<file path="config.mk">
export PLATFORM = sky130hd
export DESIGN_NAME = sme_str_mem_arbiter
export DESIGN_NICKNAME = d
export VERILOG_FILES = /design/src/rtl/sme_str_mem_arbiter_pkg.sv /design/src/rtl/sme_str_mem_arbiter_rr_picker.sv /design/src/rtl/sme_str_mem_arbiter.sv
export SDC_FILE = /design/constraint.sdc
export NUM_CORES = 1
export LEC_CHECK = 0
export BUFFER_PORTS_ARGS = -buffer_cell sky130_fd_sc_hd__buf_2
export CAP_MARGIN = 20
export CORE_MARGIN = 2
export CORE_UTILIZATION = 30
export CTS_CLUSTER_SIZE = 8
export DETAILED_ROUTE_END_ITERATION = 10
export GPL_TIMING_DRIVEN = 0
export PLACE_DENSITY = 0.57
export REMOVE_ABC_BUFFERS = 1
export SETUP_SLACK_MARGIN = 0.1
export SYNTH_ARGS = -nofsm -noshare
export SYNTH_HDL_FRONTEND = slang
export SYNTH_HIERARCHICAL = 1
export SYNTH_SLANG_ARGS = --single-unit
</file>
<file path="constraint.sdc">
create_clock -name clk -period 7.35 [get_ports clk]
set_input_delay 1.47 -clock clk [delete_from_list [all_inputs] [get_ports clk]]
set_output_delay 1.47 -clock clk [all_outputs]
set_load 0.1 [all_outputs]
</file>
<file path="src/rtl/sme_str_mem_arbiter_pkg.sv">
// sme_str_mem_arbiter_pkg: shared defaults and helpers for the string-buffer arbiter
package sme_str_mem_arbiter_pkg;
  localparam int SME_NUM_PE      = 4;
  localparam int SME_MAX_STR_ADD = 5;
  localparam int SME_CHAR_W      = 8;
  localparam int SME_MEM_RD_LAT  = 1;
  function automatic int wrap_inc(input int i, input int n);
    return (i + 1 == n) ? 0 : i + 1;
  endfunction
endpackage

</file>
<file path="src/rtl/sme_str_mem_arbiter_rr_picker.sv">
// sme_rr_picker: rotate-priority encoder, first requester at or above ptr with wrap
module sme_rr_picker #(
  parameter int N  = 4,
  parameter int IW = (N > 1) ? $clog2(N) : 1
) (
  input  logic [N-1:0]  req,
  input  logic [IW-1:0] ptr,
  output logic [N-1:0]  gnt,
  output logic [IW-1:0] idx
);
  logic [IW-1:0] j;
  // walk offsets from farthest to nearest so the nearest requester wins
  always_comb begin
    gnt = '0;
    idx = '0;
    j   = '0;
    for (int i = N - 1; i >= 0; i--) begin
      j = IW'((int'(ptr) + i) % N);
      if (req[j]) begin
        gnt    = '0;
        gnt[j] = 1'b1;
        idx    = j;
      end
    end
  end
endmodule

</file>
<file path="src/rtl/sme_str_mem_arbiter.sv">
// sme_str_mem_arbiter: shares the string SRAM between host writes and round-robin PE reads
module sme_str_mem_arbiter
  import sme_str_mem_arbiter_pkg::*;
#(
  parameter int NUM_PE = SME_NUM_PE,
  parameter int ADDR_W = SME_MAX_STR_ADD,
  parameter int DATA_W = SME_CHAR_W,
  parameter int RD_LAT = SME_MEM_RD_LAT
) (
  input  logic                     clk,
  input  logic                     reset,
  input  logic                     arb_en,
  input  logic                     host_wr_en,
  input  logic [ADDR_W-1:0]        host_wr_addr,
  input  logic [DATA_W-1:0]        host_wr_data,
  input  logic [NUM_PE-1:0]        pe_req,
  input  logic [NUM_PE*ADDR_W-1:0] pe_addr,
  output logic [NUM_PE-1:0]        pe_gnt,
  output logic [NUM_PE-1:0]        rsp_valid,
  output logic [DATA_W-1:0]        rsp_data,
  output logic                     mem_en,
  output logic                     mem_we,
  output logic [ADDR_W-1:0]        mem_addr,
  output logic [DATA_W-1:0]        mem_wdata,
  input  logic [DATA_W-1:0]        mem_rdata,
  output logic                     idle
);
  localparam int PW = (NUM_PE > 1) ? $clog2(NUM_PE) : 1;
  logic [PW-1:0]                   rr_q, rr_d, pick_idx;
  logic [NUM_PE-1:0]               pick_gnt;
  logic                            rd_go;
  logic [RD_LAT-1:0][NUM_PE-1:0]   tag_q;
  sme_rr_picker #(.N(NUM_PE), .IW(PW)) u_pick (
    .req(pe_req),
    .ptr(rr_q),
    .gnt(pick_gnt),
    .idx(pick_idx)
  );
  // host write beats PE reads; everything is forced quiet while reset is high
  always_comb begin
    rd_go     = ~reset & ~host_wr_en & arb_en & |pe_req;
    pe_gnt    = rd_go ? pick_gnt : '0;
    mem_en    = ~reset & (host_wr_en | rd_go);
    mem_we    = ~reset & host_wr_en;
    mem_addr  = mem_we ? host_wr_addr : rd_go ? pe_addr[ADDR_W*int'(pick_idx) +: ADDR_W] : '0;
    mem_wdata = mem_we ? host_wr_data : '0;
    rr_d      = rd_go ? PW'(wrap_inc(int'(pick_idx), NUM_PE)) : rr_q;
    idle      = reset | (~|tag_q & ~|pe_req);
  end
  // pointer update, tag shift register matched to SRAM latency, response capture
  always_ff @(posedge clk) begin
    if (reset) begin
      rr_q      <= '0;
      tag_q     <= '0;
      rsp_valid <= '0;
      rsp_data  <= '0;
    end else begin
      rr_q     <= rr_d;
      tag_q[0] <= pe_gnt;
      for (int i = 1; i < RD_LAT; i++) tag_q[i] <= tag_q[i-1];
      rsp_valid <= tag_q[RD_LAT-1];
      if (|tag_q[RD_LAT-1]) rsp_data <= mem_rdata;
    end
  end
endmodule

</file>
==> results of run 1 <==
==> area by class of cell <==
| type | instances | area, um^2 | share of cell area |
|---|---|---|---|
| clock buffer | 4 | 55.1 | 0.0294 |
| inverter | 3 | 11.3 | 0.00602 |
| multi-input combinational | 117 | 972 | 0.519 |
| sequential | 18 | 360 | 0.193 |
| tap | 52 | 65.1 | 0.0348 |
| timing repair buffer | 81 | 408 | 0.218 |
==> per-layer routing <==
layer | share of wire | GRT usage | vias to the layer above
li1 | - | - | 709
met5 | 0 | 0 | -
met3 | 0.039 | 0.0125 | 2
met1 | 0.45 | 0.179 | 619
met4 | 0.0057 | 0.0314 | 0
met2 | 0.50 | 0.214 | 36
==> worst max path at each step <==
stage                   start          end  slack [ns]
floorplan               reset  mem_addr[0]        1.74
global placement    pe_req[1]  mem_addr[4]        1.43
detailed placement  pe_req[1]  mem_addr[2]        1.46
CTS                 pe_req[1]  mem_addr[2]        1.47
global route        pe_req[1]  mem_addr[3]        1.21
finish              pe_req[1]  mem_addr[2]        1.51
==> worst max-delay path, cell delays in order <==
cell and delay [ns]:
buf_2 0.15, mux2_2 0.33, mux2i_1 0.49, nand3_1 0.14, o2bb2ai_1 0.69, mux4_2 0.60
a22o_1 0.21, buf_2 0.29
==> cells in the mapped netlist, drive strengths merged (2+ instances only) <==
| cell | instances |
|---|---|
| a21o | 3 |
| a21oi | 5 |
| a22o | 5 |
| a22oi | 3 |
| a31oi | 3 |
| and2 | 8 |
| and2b | 4 |
| and3 | 9 |
| buf | 4 |
| clkbuf | 4 |
| dfxtp | 18 |
| ha | 9 |
| inv | 3 |
| mux2 | 3 |
| mux2i | 11 |
| mux4 | 7 |
| nand3 | 3 |
| nand4 | 5 |
| nor2 | 13 |
| nor2b | 3 |
| nor3b | 2 |
| nor4 | 2 |
| o21ai | 4 |
| or3b | 2 |
| or4 | 3 |
==> power breakdown <==
| group | total, mW | leakage (nW) | internal [mW] | switching, mW |
|---|---|---|---|---|
| registers | 0.106 | 0.146 | 0.102 | 0.00374 |
| logic | 0.145 | 0.808 | 0.0443 | 0.101 |
| clock network | 0.0789 | 0.0288 | 0.0475 | 0.0313 |
==> logic make-up (layout without fill, tap and decap cells) <==
group           Yosys count  count (layout)
fa+ha+maj                 9               9
simple gates             58              58
mux                      21              21
flops                    18              18
compound gates           29              29
buf+inv                  11              88
==> state kept, by name, summed over array words and instances (netlist names) <==
signal	cells
tag_q	4
rsp_valid	4
rsp_data	8
rr_q	2
==> layout by cell type (no fill, tap or decap), types with 2 or more instances in the layout <==
master and n:
mux4_2 6, o21ai_0 4, mux2i_1 11, nand4_1 5, nor2b_1 3, a31oi_1 3, a22o_1 5, and3_1 8
dfxtp_1 18, nor3b_1 2, and2_1 8, a21oi_1 5, a21o_1 3, ha_1 9, clkbuf_8 4, a22oi_1 3
or4_1 3, buf_2 80, inv_1 3, nor2_1 13, nand3_1 3, mux2_2 3, and2b_1 3
==> results by group, run 1 <==
Final layout
  • Final instance area: 1870 um^2
  • Antenna Cells: 0
  • Final net count: 282
  • Fin util: 0.424
  • Share of cells above drive strength 1: 0.453
  • Finished Layout Cells: 275
  • Area grow syn2layout: 35.1%
  • Filler cell count: 435

Critical path
  • Worst r2r src: rr_q[0]$_SDFFE_PP0P_
  • CP Data Required Time: 5.88 ns
  • Reg-to-reg setup timing slack: 4.13 ns
  • Startpoint types: primary input
  • R2R Path End: rr_q[0]$_SDFFE_PP0P_
  • CP arrival: 4.37 ns
  • Critical path peak fanout: 9
  • R2R cell count: 7
  • Critical Path End Type: output pin
  • Setup CP Type: in -> out

Drt
  • Vias: 1366
  • Final wirelength: 3.50 mm
  • Via density: 4.97
  • Routed length per instance: 12.7 um
  • DRT iter0 DRCs: 30
  • Post-route ant nets: 0
  • 1st-pass router iterations: 6
  • Drt drc: 0

Global routing
  • Largest net degree at the start of global routing: 19
  • Vias in the first global route: 1198
  • Initial antenna violation count: 0
  • First-pass GRT wire length: 5.54 mm
  • GRT overflow: 0
  • GRT Util Overall: 0.128

Yosys
  • Synth Area per Inst: 9.49 um^2
  • Post-synth ARST share: 0
  • Yosys warns: 6
  • Largest area contributor in the netlist: dfxtp_1
  • Post-synthesis mux area share: 0.220
  • Seq/Total Area, Yosys: 0.260
  • #FFs+latches synth: 18
  • Netlist cell types: 42
  • Synth Area in Adders: 0.0813
  • EDFF count, synth: 0
  • Synth Cell Area: 1390 um^2
  • Top post-synthesis cells by area: dfxtp_1 26%, mux4_2 9.8%, ha_1 8.1%
  • XOR/XNOR Fraction of Synth Area: 0
  • Synth Area in Compound Gates: 0.145
  • Mapped Cells: 146
  • Primary FF master, synth: dfxtp_1
  • Post-synth top area share: 0.260
  • Synth Area in Simple Gates: 0.250
  • Main combinational cell family by area after synthesis: simple AND/OR/NAND/NOR gates

Placed design
  • Detailed Place HPWL: 2.82 mm
  • Inst Count DP: 271
  • Port bufs: 80
  • DP Area: 1820 um^2
  • Place WS: 1.46 ns
  • Placer Congestion: 0.834

Floorplan
  • Num ports: 81
  • Die height: 71.9 um
  • Cell Rows: 24
  • Initial Util: 0.314
  • Die area: 5180 um^2
  • Die W: 71.9 um
  • Core area: 4410 um^2

CTS
  • H-tree lvl count: 1
  • TritonCTS Buffers: 3
  • Clock Sinks: 18
  • Longest Clk Path Bufs: 2
  • CTS hold repair buffers: 0
  • Post-CTS setup buffer count: 0
  • CTS clk-pin slew, worst paths: 0.06 ns
  • CTS Root Cell: clkbuf_8
  • Resized cells post-CTS: 0
  • Clock latency on the worst-skew pair: 0.25 ns
  • CTS tree: yes

Timing
  • RSZ-0062 raised after global routing: false
  • Max Slew Vio Count: 0
  • Hold WS: 0.476 ns
  • Final setup fails: 0
  • Setup_tns: 0 ns
  • Final period utilization: 0.795
  • Setup Skew: 0.00335 ns
  • Worst setup margin: 1.51 ns
  • Peak Freq: 171 MHz
  • Worst Tran Pin Value: 0.826 ns
  • Final critical-path required period: 5.84 ns
  • Final hold vios: 0
  • Slew margin rel.: 0.444

Worst hold path
  • Hold_sp: tag_q[2]$_SDFF_PP0_
  • Worst Hold Path EP: rsp_valid[2]$_SDFF_PP0_
  • Min-delay worst type: reg -> reg
  • Hold path cells: 1

Power
  • Pwr dens: 176 nW/um^2
  • Pleak: 0.983 nW
  • Pwr Total: 0.330 mW
  • Maximum VDD drop: 0.0471 mV

Job
  • Max Cap Viol: 0

Outcome
  • Outcome: finished, final reports clean
(Power assumes the default switching activity.)
==> inputs of run 2 (changes only) <==
--- a/config.mk
+++ b/config.mk
@@ -12,7 +12,7 @@
 export CTS_CLUSTER_SIZE = 8
 export DETAILED_ROUTE_END_ITERATION = 10
 export GPL_TIMING_DRIVEN = 0
-export PLACE_DENSITY = 0.57
+export PLACE_DENSITY = 0.59
 export REMOVE_ABC_BUFFERS = 1
 export SETUP_SLACK_MARGIN = 0.1
 export SYNTH_ARGS = -nofsm -noshare
==> constraint.sdc (replaced) <==
create_clock -name clk -period 4.72 [get_ports clk]
set_input_delay 0.944 -clock clk [delete_from_list [all_inputs] [get_ports clk]]
set_output_delay 0.944 -clock clk [all_outputs]
set_load 0.1 [all_outputs]
==> run 2 against run 1 <==
Against the previous run:
- sequential share of layout area hardly changed
- die area unchanged
- largest cell class unchanged
- clock-buffer cell count did not move
- clock power is 53% higher
- cell count unchanged
- power up 56%
- design area rose by 0.67%
- global-route usage rose by 0.83 points
- clock skew increased by 0.00075 ns
- critical path type unchanged
==> results by group, run 2 (synthesis results as in run 1) <==
Outcome
  • Outcome: finished, final reports clean

Final layout
  • Fin util: 0.427
  • Area grow syn2layout: 36.0%
  • Antenna Cells: 0
  • Filler cell count: 455
  • Final net count: 282
  • Sequential standard cell area: 363 um^2
  • Commonest non-fill, non-tap cell in the layout: buf_2
  • Multi-input logic area: 982 um^2
  • Max reg flops: 8
  • Commonest cells after routing, fill and taps aside: 80 x buf_2, 16 x dfxtp_1, 13 x nor2_1, 10 x mux2i_1, 9 x ha_1
  • Biggest regs: rsp_data: 8 flops, rsp_valid: 4 flops, tag_q: 4 flops
  • Largest register by flop count: rsp_data
  • Final instance area: 1880 um^2
  • Share of cells above drive strength 1: 0.471

Critical path
  • Max stage delay on crit path: 0.59 ns
  • Critical Path, Cell by Cell: buf_2, mux2_2, mux2i_2, nand3_1, o2bb2ai_2, mux4_2, a22o_1, buf_2
  • CP arrival: 3.51 ns
  • Most frequent CP cell: buf_2
  • Setup CP Type: in -> out
  • Critical Path End Type: output pin
  • Worst Path Buf+Inv: 2
  • Worst path slowest cell: mux4_2
  • CP delay by family, top: multiplexers
  • Critical path peak fanout: 9
  • Startpoint types: primary input
  • CP Data Required Time: 3.78 ns

Drt
  • DRT iter0 DRCs: 47
  • 1st-pass router iterations: 4
  • Routed length per instance: 13.4 um
  • Drt drc: 0
  • Via density: 5.01
  • Final wirelength: 3.68 mm
  • Vias: 1378
  • Post-route ant nets: 0

Floorplan
  • Num ports: 81
  • Cell Rows: 24
  • Die area: 5180 um^2
  • Initial Util: 0.314
  • Die height: 71.9 um
  • Core area: 4410 um^2
  • Die W: 71.9 um

CTS
  • TritonCTS Buffers: 3
  • Longest Clk Path Bufs: 2
  • H-tree lvl count: 1
  • Clock latency on the worst-skew pair: 0.25 ns
  • CTS Root Cell: clkbuf_8
  • CTS hold repair buffers: 0
  • CTS tree: yes
  • Clock Sinks: 18
  • Post-CTS setup buffer count: 0
  • CTS clk-pin slew, worst paths: 0.06 ns

Timing
  • Final period utilization: 0.944
  • Slew margin rel.: 0.437
  • Final critical-path required period: 4.45 ns
  • Setup Skew: 0.00409 ns
  • Worst Tran Pin Value: 0.836 ns
  • Final setup fails: 0
  • Max Slew Vio Count: 0
  • Final hold vios: 0
  • Peak Freq: 224 MHz
  • RSZ-0062 raised after global routing: false

Global routing
  • First-pass GRT wire length: 5.80 mm
  • Initial antenna violation count: 0
  • GRT Util Overall: 0.136
  • GRT overflow: 0
  • Largest net degree at the start of global routing: 19
  • Vias in the first global route: 1245

Power
  • Pleak: 0.980 nW
  • Maximum VDD drop: 0.104 mV
  • Pwr dens: 274 nW/um^2

Placed design
  • Detailed Place HPWL: 2.93 mm
  • DP Area: 1820 um^2
  • Placer Congestion: 0.780
  • Port bufs: 80

Worst hold path
  • Min-delay worst type: reg -> reg

Job
  • Max Cap Viol: 0
## run 2: changes by cell type in the layout (fill, tap and decap cells not counted)
cell       change
o2bb2ai_2      +1
mux2i_2        +1
dfxtp_2        +2
mux2i_1        -1
dfxtp_1        -2
o2bb2ai_1      -1
## run 2: what timing repair did
item	CTS	global route
gates resized for setup	1	3
endpoints found under the hold margin	0	0
endpoints found under the setup margin	5	6
## run 2: path summary, 6_finish.rpt
kind	startpoint	end	slack (ns)	depth (start not counted)
worst max-delay path	pe_req[1]	mem_addr[0]	0.27	8
worst min-delay path	tag_q[2]$_SDFF_PP0_	rsp_valid[2]$_SDFF_PP0_	0.48	1
worst max register to register	rr_q[0]$_SDFFE_PP0P_	rr_q[0]$_SDFFE_PP0P_	1.93	8
worst min register to register	tag_q[2]$_SDFF_PP0_	rsp_valid[2]$_SDFF_PP0_	0.48	1
## run 2: metrics by stage
| stage | setup slack [ns] | instances | power, mW | TNS [ns] | hold WS, ns |
|---|---|---|---|---|---|
| detailed placement | -0.114 | 271 | 0.396 | -0.442 | 0.469 |
| floorplan | 0.163 | 138 | 0.343 | 0 | 0.434 |
| finish | 0.266 | 275 | 0.516 | 0 | 0.479 |
| global placement | -0.138 | 270 | 0.394 | -0.654 | 0.446 |
| global route | 0.102 | 275 | 0.543 | 0 | 0.505 |
| CTS | 0.102 | 275 | 0.521 | 0 | 0.483 |
## run 2: area by class of cell
| type | instances | area share |
|---|---|---|
| Sequential cell | 18 | 0.193 |
| Inverter | 3 | 0.00598 |
| Timing Repair Buffer | 81 | 0.216 |
| Tap cell | 52 | 0.0345 |
| Clock buffer | 4 | 0.0292 |
| Multi-Input combinational cell | 117 | 0.521 |
## run 2: per-layer routing
layer / track usage / vias to the layer above / wire [um]
met1: 0.184 / 624 / 1590
met5: 0 / - / 0
met4: 0.0377 / 0 / 36
met3: 0.0167 / 4 / 238
li1: - / 707 / -
met2: 0.231 / 43 / 1820
## run 2: power breakdown
part	internal, mW	switching [mW]
clock network	0.0739	0.0471
registers	0.159	0.00606
logic	0.0699	0.160
total	0.303	0.213
